**src/rtl/slot_pkg.sv**
```systemverilog
`default_nettype none
// ============================================================================
// Module   : slot_pkg
// Brief    : Shared seven-segment codes, score limit and conversion FSM states.
// Revision : 1.0 - initial release
// ============================================================================
package slot_pkg;

   localparam logic [6:0] SEG_0   = 7'b1000000;
   localparam logic [6:0] SEG_1   = 7'b1111001;
   localparam logic [6:0] SEG_2   = 7'b0100100;
   localparam logic [6:0] SEG_3   = 7'b0110000;
   localparam logic [6:0] SEG_4   = 7'b0011001;
   localparam logic [6:0] SEG_5   = 7'b0010010;
   localparam logic [6:0] SEG_6   = 7'b0000010;
   localparam logic [6:0] SEG_7   = 7'b1111000;
   localparam logic [6:0] SEG_8   = 7'b0000000;
   localparam logic [6:0] SEG_9   = 7'b0010000;
   localparam logic [6:0] SEG_OFF = 7'b1111111;

   localparam int SCORE_MAX = 9999;
   localparam int BCD_W     = 16;

   typedef enum logic [1:0] {
      IDLE   = 2'd0,
      SHIFT  = 2'd1,
      COMMIT = 2'd2
   } conv_state_t;

   function automatic logic [6:0] seg_decode(input logic [3:0] nib);
      case (nib)
         4'd0:    seg_decode = SEG_0;
         4'd1:    seg_decode = SEG_1;
         4'd2:    seg_decode = SEG_2;
         4'd3:    seg_decode = SEG_3;
         4'd4:    seg_decode = SEG_4;
         4'd5:    seg_decode = SEG_5;
         4'd6:    seg_decode = SEG_6;
         4'd7:    seg_decode = SEG_7;
         4'd8:    seg_decode = SEG_8;
         4'd9:    seg_decode = SEG_9;
         default: seg_decode = SEG_OFF;
      endcase
   endfunction

   // Double-dabble correction applied before every shift.
   function automatic logic [BCD_W-1:0] dabble_adjust(input logic [BCD_W-1:0] bcd);
      dabble_adjust = bcd;
      for (int i = 0; i < BCD_W / 4; i++) begin
         if (bcd[4*i +: 4] >= 4'd5)
            dabble_adjust[4*i +: 4] = bcd[4*i +: 4] + 4'd3;
      end
   endfunction

endpackage
`default_nettype wire

```
**src/rtl/bin2bcd_seq.sv**
```systemverilog
`default_nettype none
// ============================================================================
// Module   : bin2bcd_seq
// Brief    : Iterative double-dabble, one shift per clock, with restart at commit.
// Revision : 1.0 - initial release
// ============================================================================
module bin2bcd_seq
   import slot_pkg::*;
#(
   parameter int SCORE_W = 14
) (
   input  logic               clk,
   input  logic               rst,
   input  logic               start,
   input  logic [SCORE_W-1:0] bin_in,
   output logic               busy,
   output logic               done,
   output logic [BCD_W-1:0]   bcd
);

   localparam int CNT_W = $clog2(SCORE_W + 1);
   localparam logic [CNT_W-1:0] C_LAST_ITER = CNT_W'(SCORE_W - 1);

   conv_state_t          r_state;
   conv_state_t          w_next;
   logic                 w_load;
   logic [SCORE_W-1:0]   r_bin;
   logic [BCD_W-1:0]     r_bcd;
   logic [CNT_W-1:0]     r_iter;

   always_ff @(posedge clk or posedge rst) begin
      if (rst)
         r_state <= IDLE;
      else
         r_state <= w_next;
   end

   always_comb begin
      w_next = r_state;
      w_load = 1'b0;
      case (r_state)
         IDLE: begin
            if (start) begin
               w_next = SHIFT;
               w_load = 1'b1;
            end
         end
         SHIFT: begin
            if (r_iter == C_LAST_ITER)
               w_next = COMMIT;
         end
         COMMIT: begin
            // A start here chains the next conversion without an idle cycle.
            if (start) begin
               w_next = SHIFT;
               w_load = 1'b1;
            end else begin
               w_next = IDLE;
            end
         end
         default: w_next = IDLE;
      endcase
   end

   always_ff @(posedge clk or posedge rst) begin
      if (rst) begin
         r_bin  <= '0;
         r_bcd  <= '0;
         r_iter <= '0;
      end else if (w_load) begin
         r_bin  <= bin_in;
         r_bcd  <= '0;
         r_iter <= '0;
      end else if (r_state == SHIFT) begin
         {r_bcd, r_bin} <= {dabble_adjust(r_bcd), r_bin} << 1;
         r_iter         <= r_iter + CNT_W'(1);
      end
   end

   assign busy = (r_state != IDLE);
   assign done = (r_state == COMMIT);
   assign bcd  = r_bcd;

endmodule
`default_nettype wire

```
**src/rtl/score_scan_display.sv**
```systemverilog
`default_nettype none
// ============================================================================
// Module   : score_scan_display
// Brief    : Score to BCD conversion and multiplexed 4-digit 7-segment drive.
// Revision : 1.0 - initial release
// ============================================================================
module score_scan_display
   import slot_pkg::*;
#(
   parameter int REFRESH_DIV = 100000,
   parameter int SCORE_W     = 14
) (
   input  logic               clk,
   input  logic               btnR,
   input  logic [SCORE_W-1:0] score,
   input  logic               load,
   input  logic               blank_zero,
   input  logic               blink_en,
   input  logic               blink_phase,
   output logic [6:0]         seg,
   output logic [3:0]         an,
   output logic               busy,
   output logic               digits_valid
);

   localparam int REF_W = 20;
   localparam logic [REF_W-1:0]   C_REF_LAST  = REF_W'(REFRESH_DIV - 1);
   localparam logic [SCORE_W-1:0] C_SCORE_MAX = SCORE_W'(SCORE_MAX);

   logic [SCORE_W-1:0] w_clamped;
   logic               w_eng_busy;
   logic               w_eng_done;
   logic [BCD_W-1:0]   w_eng_bcd;
   logic               w_start;
   logic [SCORE_W-1:0] w_start_val;

   logic               r_pending;
   logic [SCORE_W-1:0] r_pend_val;
   logic [BCD_W-1:0]   r_digits;
   logic [REF_W-1:0]   r_refresh;
   logic [1:0]         r_index;
   logic [6:0]         r_seg;
   logic [3:0]         r_an;

   logic [3:0]         w_nib;
   logic [3:0]         w_lead_zero;
   logic               w_blank;

   assign w_clamped = (score > C_SCORE_MAX) ? C_SCORE_MAX : score;

   // Start from a fresh load when idle, or drain the pending slot at commit/idle.
   assign w_start     = (!w_eng_busy && (load || r_pending)) || (w_eng_done && r_pending);
   assign w_start_val = (!w_eng_busy && load) ? w_clamped : r_pend_val;

   bin2bcd_seq #(
      .SCORE_W (SCORE_W)
   ) u_bin2bcd (
      .clk    (clk),
      .rst    (btnR),
      .start  (w_start),
      .bin_in (w_start_val),
      .busy   (w_eng_busy),
      .done   (w_eng_done),
      .bcd    (w_eng_bcd)
   );

   always_ff @(posedge clk or posedge btnR) begin
      if (btnR) begin
         r_pending  <= 1'b0;
         r_pend_val <= '0;
      end else if (load && w_eng_busy) begin
         r_pending  <= 1'b1;
         r_pend_val <= w_clamped;
      end else if (w_start) begin
         r_pending  <= 1'b0;
      end
   end

   always_ff @(posedge clk or posedge btnR) begin
      if (btnR)
         r_digits <= '0;
      else if (w_eng_done)
         r_digits <= w_eng_bcd;
   end

   always_ff @(posedge clk or posedge btnR) begin
      if (btnR) begin
         r_refresh <= '0;
         r_index   <= 2'd0;
      end else if (r_refresh == C_REF_LAST) begin
         r_refresh <= '0;
         r_index   <= r_index + 2'd1;
      end else begin
         r_refresh <= r_refresh + REF_W'(1);
      end
   end

   // A digit is a leading zero when it and all higher digits are zero; d0 never is.
   assign w_lead_zero[3] = (r_digits[15:12] == 4'd0);
   assign w_lead_zero[2] = w_lead_zero[3] && (r_digits[11:8] == 4'd0);
   assign w_lead_zero[1] = w_lead_zero[2] && (r_digits[7:4] == 4'd0);
   assign w_lead_zero[0] = 1'b0;

   assign w_nib   = r_digits[{r_index, 2'b00} +: 4];
   assign w_blank = blank_zero && w_lead_zero[r_index];

   always_ff @(posedge clk or posedge btnR) begin
      if (btnR) begin
         r_seg <= SEG_OFF;
         r_an  <= 4'hF;
      end else begin
         r_seg <= w_blank ? SEG_OFF : seg_decode(w_nib);
         r_an  <= (blink_en && blink_phase) ? 4'hF : ~(4'b0001 << r_index);
      end
   end

   assign seg          = r_seg;
   assign an           = r_an;
   assign busy         = w_eng_busy | r_pending;
   assign digits_valid = w_eng_done;

endmodule
`default_nettype wire

```
**config.mk**
```make
export PLATFORM = sky130hd
export DESIGN_NAME = score_scan_display
export DESIGN_NICKNAME = d
export VERILOG_FILES = /design/src/rtl/slot_pkg.sv /design/src/rtl/bin2bcd_seq.sv /design/src/rtl/score_scan_display.sv
export SDC_FILE = /design/constraint.sdc
export NUM_CORES = 1
export LEC_CHECK = 0
export BUFFER_PORTS_ARGS = -buffer_cell sky130_fd_sc_hd__clkbuf_2
export CAP_MARGIN = 0
export CORE_MARGIN = 2
export CORE_UTILIZATION = 50
export CTS_BUF_LIST = sky130_fd_sc_hd__clkbuf_4
export DETAILED_ROUTE_END_ITERATION = 12
export PLACE_DENSITY = 0.68
export REMOVE_ABC_BUFFERS = 1
export SLEW_MARGIN = 10
export SYNTH_ARGS = -nofsm -noshare
export SYNTH_HDL_FRONTEND = slang
export SYNTH_SLANG_ARGS = --single-unit
```
**constraint.sdc**
```tcl
create_clock -name clk -period 4.2 [get_ports clk]
set_clock_uncertainty 0.15 [all_clocks]
set_input_delay 0.21 -clock clk [delete_from_list [all_inputs] [get_ports clk]]
set_output_delay 0.21 -clock clk [all_outputs]
set_load 0.03 [all_outputs]
```
==> impl_metrics.py, run 1 <==
metrics = {
    "logic_synthesis": {
        "synth_ff_type": "dfrtp_1",
        "syn-instance-count": 457,
        "synth.distinct_cells": 47,
        "netlist_area_um2": 4790,
        "ys_seq_elements": 100,
        "synthDominantCellAreaShare_pct": 46.5,
        "ys_seq_area_share_pct": 52.5,
        "async_reset_ff_share_pct": 100,
        "synth_edf_count": 0,
        "synth_top_area_cell": "dfrtp_1",
        "syn_avg_cell_area_um2": 10.5,
        "synth.area.top_cells": "dfrtp_1, dfstp_2, ha_1",
        "ys_warn_count": 0,
    },
    "worst_setup_path": {
        "path_delay_family": "simple AND/OR/NAND/NOR gates",
        "rr_endpoint": "r_index[1]",
        "worstPathArrival_ns": 2.68,
        "reg2reg_depth": 4,
        "critPathKind": "flip-flop to flip-flop",
        "endpoint_kind": "flip-flop",
        "path_buf_inv": 0,
        "crit_fanout": 11,
        "r2r_start": "r_refresh[11]",
        "path_depth": 4,
        "cpPeakStageDelay_ns": 0.56,
        "crit_chain": "or4_1, or3_1, nor3_2, mux2_2",
        "cp-start-kind": "flip-flop",
        "rrSetupSlack_ns": 1.72,
        "cp_slowest_cell": "nor3_2",
        "required_ns": 4.40,
    },
    "drt": {
        "antenna_left": 0,
        "drc_errors": 0,
        "drt_pre_antenna_iters": 4,
        "routed_wl_um": 9280,
        "routedWlPerCell_um": 14.6,
        "drt_iter0_markers": 139,
        "via_per_inst": 5.56,
        "vias": 3533,
    },
    "clock_network": {
        "clk_path_buf_depth": 2,
        "insertion_delay_ns": 0.45,
        "htreeDepth": 3,
        "cts_made_buffers": 9,
        "cts_resized": 0,
        "cts_tree": "built",
        "cts_sinks": 100,
        "cts-root-buf": "clkbuf_4",
        "clkTransAtPathRegs_ns": 0.16,
    },
    "sta": {
        "maxSlewHeadroom_pct": 36.5,
        "rsz0062_at_grt": "no",
        "fin_crit_sh_pct": 58.9,
        "fmax_mhz": 404,
        "drv_slew": 0,
        "finalSetupTns_ns": 0,
        "period_minus_slack_ns": 2.48,
        "hold_viol_final": 0,
        "tightest_slew_ns": 0.949,
        "setup-violations-final": 0,
    },
    "global_route": {
        "grt_pass1_wl_um": 16100,
        "grt-ovfl-total": 0,
        "grt_pass1_vias": 3519,
        "antenna_found_initial": 0,
        "grt_max_degree": 73,
        "track_usage_pct": 19.6,
    },
    "placed_design": {
        "dp.cells": 601,
        "gp_congestion": 0.804,
        "place_hpwl_um": 6390,
        "io_buffers": 32,
    },
    "power_and_ir_drop": {
        "static-leakage-power_nw": 2.47,
        "power.density_nw_per_um2": 574,
        "irDropWorstVdd_mv": 0.386,
    },
    "job": {
        "cap_violations": 0,
    },
    "floorplan": {
        "ios": 33,
        "rows": 35,
        "die_x_um": 102,
        "coreArea_um2": 9280,
        "start_util_pct": 51.6,
        "die-area_um2": 10400,
        "die_h_um": 102,
    },
    "worst_hold_path": {
        "min_path_type": "input pin to flip-flop",
        "hold_path_end": "u_bin2bcd.r_bin[3]",
        "whs_path_depth": 3,
        "hp-start": "load",
    },
    "status": {
        "outcome": "complete, no violations",
    },
    "final_layout": {
        "fin_cells": 635,
        "syn2layout_area_growth_pct": 12.9,
        "antenna_cells": 0,
        "fillers": 827,
        "nNetsFinal": 541,
        "drive_gt1_share_pct": 15.4,
    },
}
-- area by class of cell --
cell class | count | area, um^2 | share of cell area, %
multi-input combinational | 319 | 2130 | 39.3
clock inverter | 6 | 104 | 1.92
inverter | 19 | 73.8 | 1.36
timing repair buffer | 52 | 355 | 6.56
tap | 129 | 161 | 2.98
clock buffer | 10 | 75.1 | 1.39
sequential | 100 | 2520 | 46.5
-- worst max path at each step --
stage,start,endpoint
after floorplan,btnR,r_digits[0]
after global placement,r_refresh[11],r_index[1]
after detailed placement,r_refresh[11],r_index[1]
after CTS,r_refresh[11],r_index[1]
after global routing,r_refresh[11],r_index[1]
final,r_refresh[11],r_index[1]
-- metal layers --
metal	GRT usage (%)	part of all wire, %	wire, um	vias up
met2	33.5	49	4580	70
li1	-	-	-	1718
met5	0	0	0	-
met3	5.20	3.8	349	14
met4	6.15	1.4	133	0
met1	24.6	45	4220	1731
-- worst min-delay path: cells and delay by family --
family	cells	cell delay (ns)
AND/OR/NAND/NOR	1	0.19
buffers and inverters	1	0.12
AO/OA/AOI/OAI	1	0.10
-- metrics by stage --
| step | setup WS [ns] | hold WS [ns] | area, um^2 | util (%) | power, mW |
|---|---|---|---|---|---|
| 6_report | 1.72 | 0.0448 | 5410 | 58.3 | 3.11 |
| 5_1_grt | 1.60 | 0.0223 | 5410 | 58.3 | 3.36 |
| 4_1_cts | 1.71 | 0.00351 | 5410 | 58.3 | 3.14 |
| 3_5_place_dp | 1.71 | 0.292 | 5050 | 54.4 | 2.51 |
| 3_3_place_gp | 1.74 | 0.288 | 5050 | 54.4 | 2.46 |
| 2_1_floorplan | 1.24 | 0.165 | 4710 | - | 2.23 |
-- report_power, final --
group / switching, mW / total (mW) / internal, mW
Clock: 0.302 / 0.607 / 0.305
Sequential: 0.193 / 1.43 / 1.24
Combinational: 0.596 / 1.07 / 0.475
-- kinds of logic after synthesis --
| family | after synthesis | synth area share, % |
|---|---|---|
| buffers and inverters | 38 | 3.18 |
| and+or+nand+nor | 145 | 14.8 |
| adders and majority gates | 20 | 5.22 |
| DFF | 100 | 52.5 |
| xor gates and xnor gates | 22 | 4.02 |
| muxes | 22 | 5.90 |
| AOI/OAI and AO/OA | 110 | 14.4 |
-- placed cells by master (no fill, tap or decap), types with 3 or more instances in the layout --
cell type      instances
and3_1                 7
clkbuf_2              32
nor3b_1                3
nand4_1                3
ha_1                  20
or3_1                  5
nor2b_1                6
o21ai_0               47
o22ai_1                6
mux4_2                 4
a221o_1                4
dfrtp_1               89
o31ai_1                5
a22o_1                 7
inv_1                 18
a32o_1                 3
dfstp_2               11
nor2_1                16
bufinv_16              3
and4_1                 4
dlygate4sd3_1         18
a222oi_1               5
mux2_2                10
xor2_1                 6
xnor2_1               16
and2_1                 4
clkbuf_4              10
nand3_1               14
a21oi_1               19
mux2i_1                8
nand2b_1               8
nor4_1                 5
nand2_1               64
-- synth_stat cells (10+ instances only) --
library cell,count
clkbuf_1,15
a21oi_1,19
nand3_1,14
dfstp_2,11
mux2_2,10
xnor2_1,16
dfrtp_1,89
o21ai_0,48
nand2_1,64
inv_1,19
nor2_1,16
ha_1,20
-- state kept, by name, indices dropped and copies added (netlist names) --
| signal | flops |
|---|---|
| u_bin2bcd.r_state | 2 |
| r_refresh | 20 |
| r_pending | 1 |
| u_bin2bcd.bcd | 16 |
| r_digits | 16 |
| u_bin2bcd.r_iter | 4 |
| r_pend_val | 14 |
| r_index | 2 |
| an | 4 |
| seg | 7 |
| u_bin2bcd.r_bin | 14 |
-- repair_timing --
| action | CTS | global route |
|---|---|---|
| buffers inserted | 0 | 0 |
| hold endpoints to repair | 91 | 0 |
| hold buffers | 18 | 0 |
(Power assumes the default switching activity.)
==> run 2: changes to the inputs <==
Clock period 4.2 ns to 2.6 ns, I/O delays scaled along.
==> impl_metrics.py, run 2 (synthesis results as in run 1) <==
metrics = {
    "placed_design": {
        "gp_congestion": 0.818,
        "place_hpwl_um": 6510,
        "io_buffers": 32,
    },
    "sta": {
        "setup-violations-final": 0,
        "hold_slack_ns": 0.135,
        "maxSlewHeadroom_pct": 43.7,
        "tightest_slew_ns": 0.843,
        "fmax_mhz": 451,
        "fin_crit_sh_pct": 85.2,
        "period_minus_slack_ns": 2.22,
        "hold_viol_final": 0,
        "drv_slew": 0,
        "rsz0062_at_grt": "no",
    },
    "global_route": {
        "grt_pass1_vias": 3399,
        "use_met2_pct": 31.9,
        "grt_pass1_wl_um": 16300,
        "track_usage_pct": 19.9,
        "antenna_found_initial": 0,
        "gr-usage-met1_pct": 27.6,
        "grt-ovfl-total": 0,
        "grt_max_degree": 53,
        "gr-max-usage-layer": "met2",
        "met3_usage_pct": 4.51,
    },
    "worst_setup_path": {
        "reg2reg_depth": 6,
        "rr_endpoint": "seg[4]",
        "crit_start": "r_index[1]",
        "required_ns": 2.80,
        "worstPathArrival_ns": 2.42,
        "critPathKind": "flip-flop to flip-flop",
        "r2r_start": "r_index[1]",
        "cpPeakStageDelay_ns": 0.61,
        "cp_slowest_cell": "mux4_2",
        "rrSetupSlack_ns": 0.38,
        "crit_fanout": 10,
        "cp-start-kind": "flip-flop",
        "endpoint_kind": "flip-flop",
        "crit_chain": "mux4_2, inv_1, ha_1, nor2b_1, a211oi_1, o32ai_1",
        "cp-endpoint": "seg[4]",
    },
    "worst_hold_path": {
        "min_path_type": "input pin to async pin",
    },
    "status": {
        "outcome": "complete, no violations",
    },
    "final_layout": {
        "regArea_um2": 2520,
        "fin_util_pct": 58.9,
        "antenna_cells": 0,
        "nNetsFinal": 549,
        "largest_reg_flops": 20,
        "top_register": "r_refresh",
        "multiInputGateArea_um2": 2120,
        "mostFrequentLayoutCells": "dfrtp_1, nand2_1, o21ai_0, clkbuf_2, ha_1",
        "fillers": 795,
        "syn2layout_area_growth_pct": 14.0,
        "drive_gt1_share_pct": 16.3,
        "layout_commonest_cell": "dfrtp_1",
    },
    "drt": {
        "drc_errors": 0,
        "routed_wl_um": 9310,
        "vias": 3566,
        "drt_pre_antenna_iters": 5,
        "via_per_inst": 5.55,
        "routedWlPerCell_um": 14.5,
        "drt_iter0_markers": 152,
        "antenna_left": 0,
    },
    "floorplan": {
        "rows": 35,
        "die-area_um2": 10400,
        "ios": 33,
        "start_util_pct": 51.6,
        "die_h_um": 102,
        "coreArea_um2": 9280,
        "die_x_um": 102,
    },
    "clock_network": {
        "clk_path_buf_depth": 2,
        "clkTransAtPathRegs_ns": 0.14,
        "cts_tree": "built",
        "cts_made_buffers": 9,
        "cts_sinks": 100,
        "cts-root-buf": "clkbuf_4",
        "insertion_delay_ns": 0.44,
        "postCtsSetupBuffers": 0,
        "htreeDepth": 3,
    },
    "power_and_ir_drop": {
        "pwr-share-seq_pct": 46.4,
        "power.density_nw_per_um2": 907,
        "swShare_pct": 35.4,
        "combPwrFrac_pct": 35.6,
        "static-leakage-power_nw": 2.50,
        "irDropWorstVdd_mv": 0.586,
        "cell_internal_pwr_mw": 3.20,
        "power_switching_mw": 1.75,
        "clockPowerShare_pct": 18.0,
    },
    "job": {
        "cap_violations": 0,
    },
}
[run 2: layout make-up]
type | instances | area share [%]
clock buffers | 11 | 1.51
clock inverters | 5 | 1.40
inverters | 19 | 1.35
multi-input cells | 319 | 38.9
flip-flops and latches | 100 | 46.0
well taps | 129 | 2.95
repair buffers | 60 | 7.88
[run 2: timing repair]
| action | in CTS | in global routing |
|---|---|---|
| resized for setup | 0 | 0 |
| hold buffers | 19 | 0 |
| hold endpoints to repair | 85 | 0 |
[run 2: how the worst min path moves through the flow]
| stage | slack (ns) | start | depth (start not counted) | end |
|---|---|---|---|---|
| 2_1_floorplan | 0.09 | score[13] | 2 | r_pend_val[13] |
| 3_3_place_gp | 0.1 | btnR | 2 | u_bin2bcd.r_bin[4] |
| 3_5_place_dp | 0.1 | btnR | 2 | u_bin2bcd.r_bin[4] |
| 4_1_cts | 0.13 | btnR | 3 | u_bin2bcd.r_bin[5] |
| 5_1_grt | 0.17 | btnR | 3 | u_bin2bcd.r_bin[5] |
| 6_report | 0.13 | btnR | 3 | u_bin2bcd.r_bin[5] |
[run 2: critical path, delay by kind of cell (launching register included)]
kind | cells | cell delay, ns
AOI/OAI and AO/OA | 2 | 0.41
DFF | 1 | 0.60
and+or+nand+nor | 1 | 0.05
buffers and inverters | 1 | 0.13
muxes | 1 | 0.61
adders and majority gates | 1 | 0.18
[run 2: layer usage]
layer / part of all wire, % / vias to the layer above
met2: 49 / 87
met5: 0 / -
met4: 0.74 / 0
li1: - / 1732
met1: 46 / 1739
met3: 4.3 / 8
[run 2: power by group through the flow]
stage | combinational (mW) | sequential, mW | clock [mW]
2_1_floorplan | 1.31 | 2.29 | 0
3_3_place_gp | 1.70 | 2.32 | 0
3_5_place_dp | 1.75 | 2.33 | 0
4_1_cts | 1.78 | 2.30 | 0.932
5_1_grt | 2.01 | 2.37 | 0.987
6_report | 1.76 | 2.30 | 0.893
[run 2: through the flow]
step	TNS (ns)	cells	area (um^2)	power [mW]	setup slack, ns
2_1_floorplan	-24.97	438	4710	3.59	-0.281
3_3_place_gp	0	608	5120	4.02	0.549
3_5_place_dp	0	608	5120	4.08	0.395
4_1_cts	0	643	5470	5.01	0.361
5_1_grt	0	643	5470	5.36	0.201
6_report	0	643	5470	4.96	0.385
==> run 3: changes to the inputs <==
Clock period 2.6 ns to 2.5 ns, I/O delays scaled along.
==> impl_metrics.py, run 3 (synthesis results as in run 1) <==
metrics = {
    "worst_setup_path": {
        "crit_chain": "nand2b_1, inv_1, clkbuf_2",
        "crit_start": "u_bin2bcd.r_state[0]",
        "r2r_start": "r_refresh[11]",
        "cp_slowest_cell": "nand2b_1",
        "cpPeakStageDelay_ns": 0.72,
        "critPathKind": "flip-flop to output pin",
        "crit_fanout": 22,
        "rr_endpoint": "r_index[1]",
        "reg2reg_depth": 4,
        "cp-start-kind": "flip-flop",
        "rrSetupSlack_ns": 0.46,
        "required_ns": 2.23,
        "endpoint_kind": "output pin",
        "worstPathArrival_ns": 1.98,
        "cp-endpoint": "digits_valid",
    },
    "global_route": {
        "gr-usage-met1_pct": 26.2,
        "grt_max_degree": 52,
        "grt_pass1_wl_um": 16000,
        "grt_pass1_vias": 3479,
        "met3_usage_pct": 4.31,
        "gr-max-usage-layer": "met2",
        "use_met2_pct": 31.5,
        "track_usage_pct": 19.4,
        "grt-ovfl-total": 0,
        "antenna_found_initial": 0,
    },
    "final_layout": {
        "syn2layout_area_growth_pct": 13.6,
        "fillers": 819,
        "fin_cells": 643,
        "layout_commonest_cell": "dfrtp_1",
        "antenna_cells": 0,
        "nNetsFinal": 549,
        "multiInputGateArea_um2": 2120,
        "regArea_um2": 2520,
        "top_register": "r_refresh",
        "drive_gt1_share_pct": 16.3,
        "design_area_um2": 5450,
        "mostFrequentLayoutCells": "dfrtp_1, nand2_1, o21ai_0, clkbuf_2, ha_1",
        "largest_reg_flops": 20,
    },
    "sta": {
        "fin_crit_sh_pct": 90.4,
        "maxSlewHeadroom_pct": 42.2,
        "hold_viol_final": 0,
        "setup-violations-final": 0,
        "fmax_mhz": 443,
        "rsz0062_at_grt": "no",
        "drv_slew": 0,
        "period_minus_slack_ns": 2.26,
        "tightest_slew_ns": 0.867,
    },
    "placed_design": {
        "dp.cells": 608,
        "place_hpwl_um": 6320,
        "gp_congestion": 0.806,
        "placed_area_um2": 5120,
        "io_buffers": 32,
    },
    "clock_network": {
        "cts-root-buf": "clkbuf_4",
        "cts_tree": "built",
        "clkTransAtPathRegs_ns": 0.15,
        "cts_sinks": 100,
        "cts_made_buffers": 9,
        "htreeDepth": 3,
        "postCtsSetupBuffers": 0,
        "insertion_delay_ns": 0.45,
        "clk_path_buf_depth": 2,
    },
    "power_and_ir_drop": {
        "power.density_nw_per_um2": 934,
        "irDropWorstVdd_mv": 0.554,
        "total_power_mw": 5.09,
        "static-leakage-power_nw": 2.49,
    },
    "drt": {
        "antenna_left": 0,
        "via_per_inst": 5.51,
        "drt_iter0_markers": 153,
        "drc_errors": 0,
        "drt_pre_antenna_iters": 5,
        "routedWlPerCell_um": 14.4,
        "vias": 3540,
        "routed_wl_um": 9250,
    },
    "floorplan": {
        "coreArea_um2": 9280,
        "rows": 35,
        "die-area_um2": 10400,
        "ios": 33,
        "die_h_um": 102,
        "start_util_pct": 51.6,
        "die_x_um": 102,
    },
    "job": {
        "cap_violations": 0,
    },
    "status": {
        "outcome": "complete, no violations",
    },
    "worst_hold_path": {
        "min_path_type": "input pin to async pin",
    },
}
-- run 3: repair_timing --
item,in CTS,in global routing
hold endpoints to repair,87,0
gates resized for setup,0,0
hold buffers,19,0
-- run 3: how the worst min path moves through the flow --
stage | end | slack (ns) | depth (start not counted)
3_5_place_dp | u_bin2bcd.r_bin[5] | 0.10 | 2
3_3_place_gp | u_bin2bcd.r_bin[4] | 0.11 | 2
2_1_floorplan | r_pend_val[13] | 0.08 | 2
5_1_grt | u_bin2bcd.r_bin[5] | 0.17 | 3
4_1_cts | u_bin2bcd.bcd[15] | 0.14 | 3
6_report | u_bin2bcd.r_bin[5] | 0.13 | 3
-- run 3: final cells by class --
class,instances,share of cell area (%)
Tap cell,129,2.96
Sequential cell,100,46.2
Clock inverter,4,0.919
Clock buffer,12,1.65
Inverter,19,1.36
Multi-Input combinational cell,319,39.0
Timing Repair Buffer,60,7.90
-- run 3: critical path, delay by kind of cell (launching register included) --
kind,cells,cell delay [ns]
buffers and inverters,2,0.31
flip-flops,1,0.51
AND/OR/NAND/NOR,1,0.72
-- run 3: metrics by stage --
step                      hold slack [ns]  worst slack [ns]  util [%]  setup TNS (ns)
final                               0.135             0.240      58.7               0
after detailed placement            0.104             0.446      55.1               0
after global placement              0.105             0.472      55.1               0
after floorplan                    0.0804            -0.376         -          -33.43
after CTS                           0.138             0.210      58.7               0
after global routing                0.173            0.0385      58.7               0
-- run 3: power breakdown --
group          switching [mW]  internal (mW)  leakage (nW)
clock network           0.508          0.338        0.0752
registers               0.325           2.08          1.26
logic                    1.01          0.827          1.15
-- run 3: layer usage --
layer | routed length [um] | share of wire [%]
met3 | 321 | 3.5
met1 | 4430 | 48
met5 | 0 | 0
met2 | 4390 | 47
met4 | 108 | 1.2
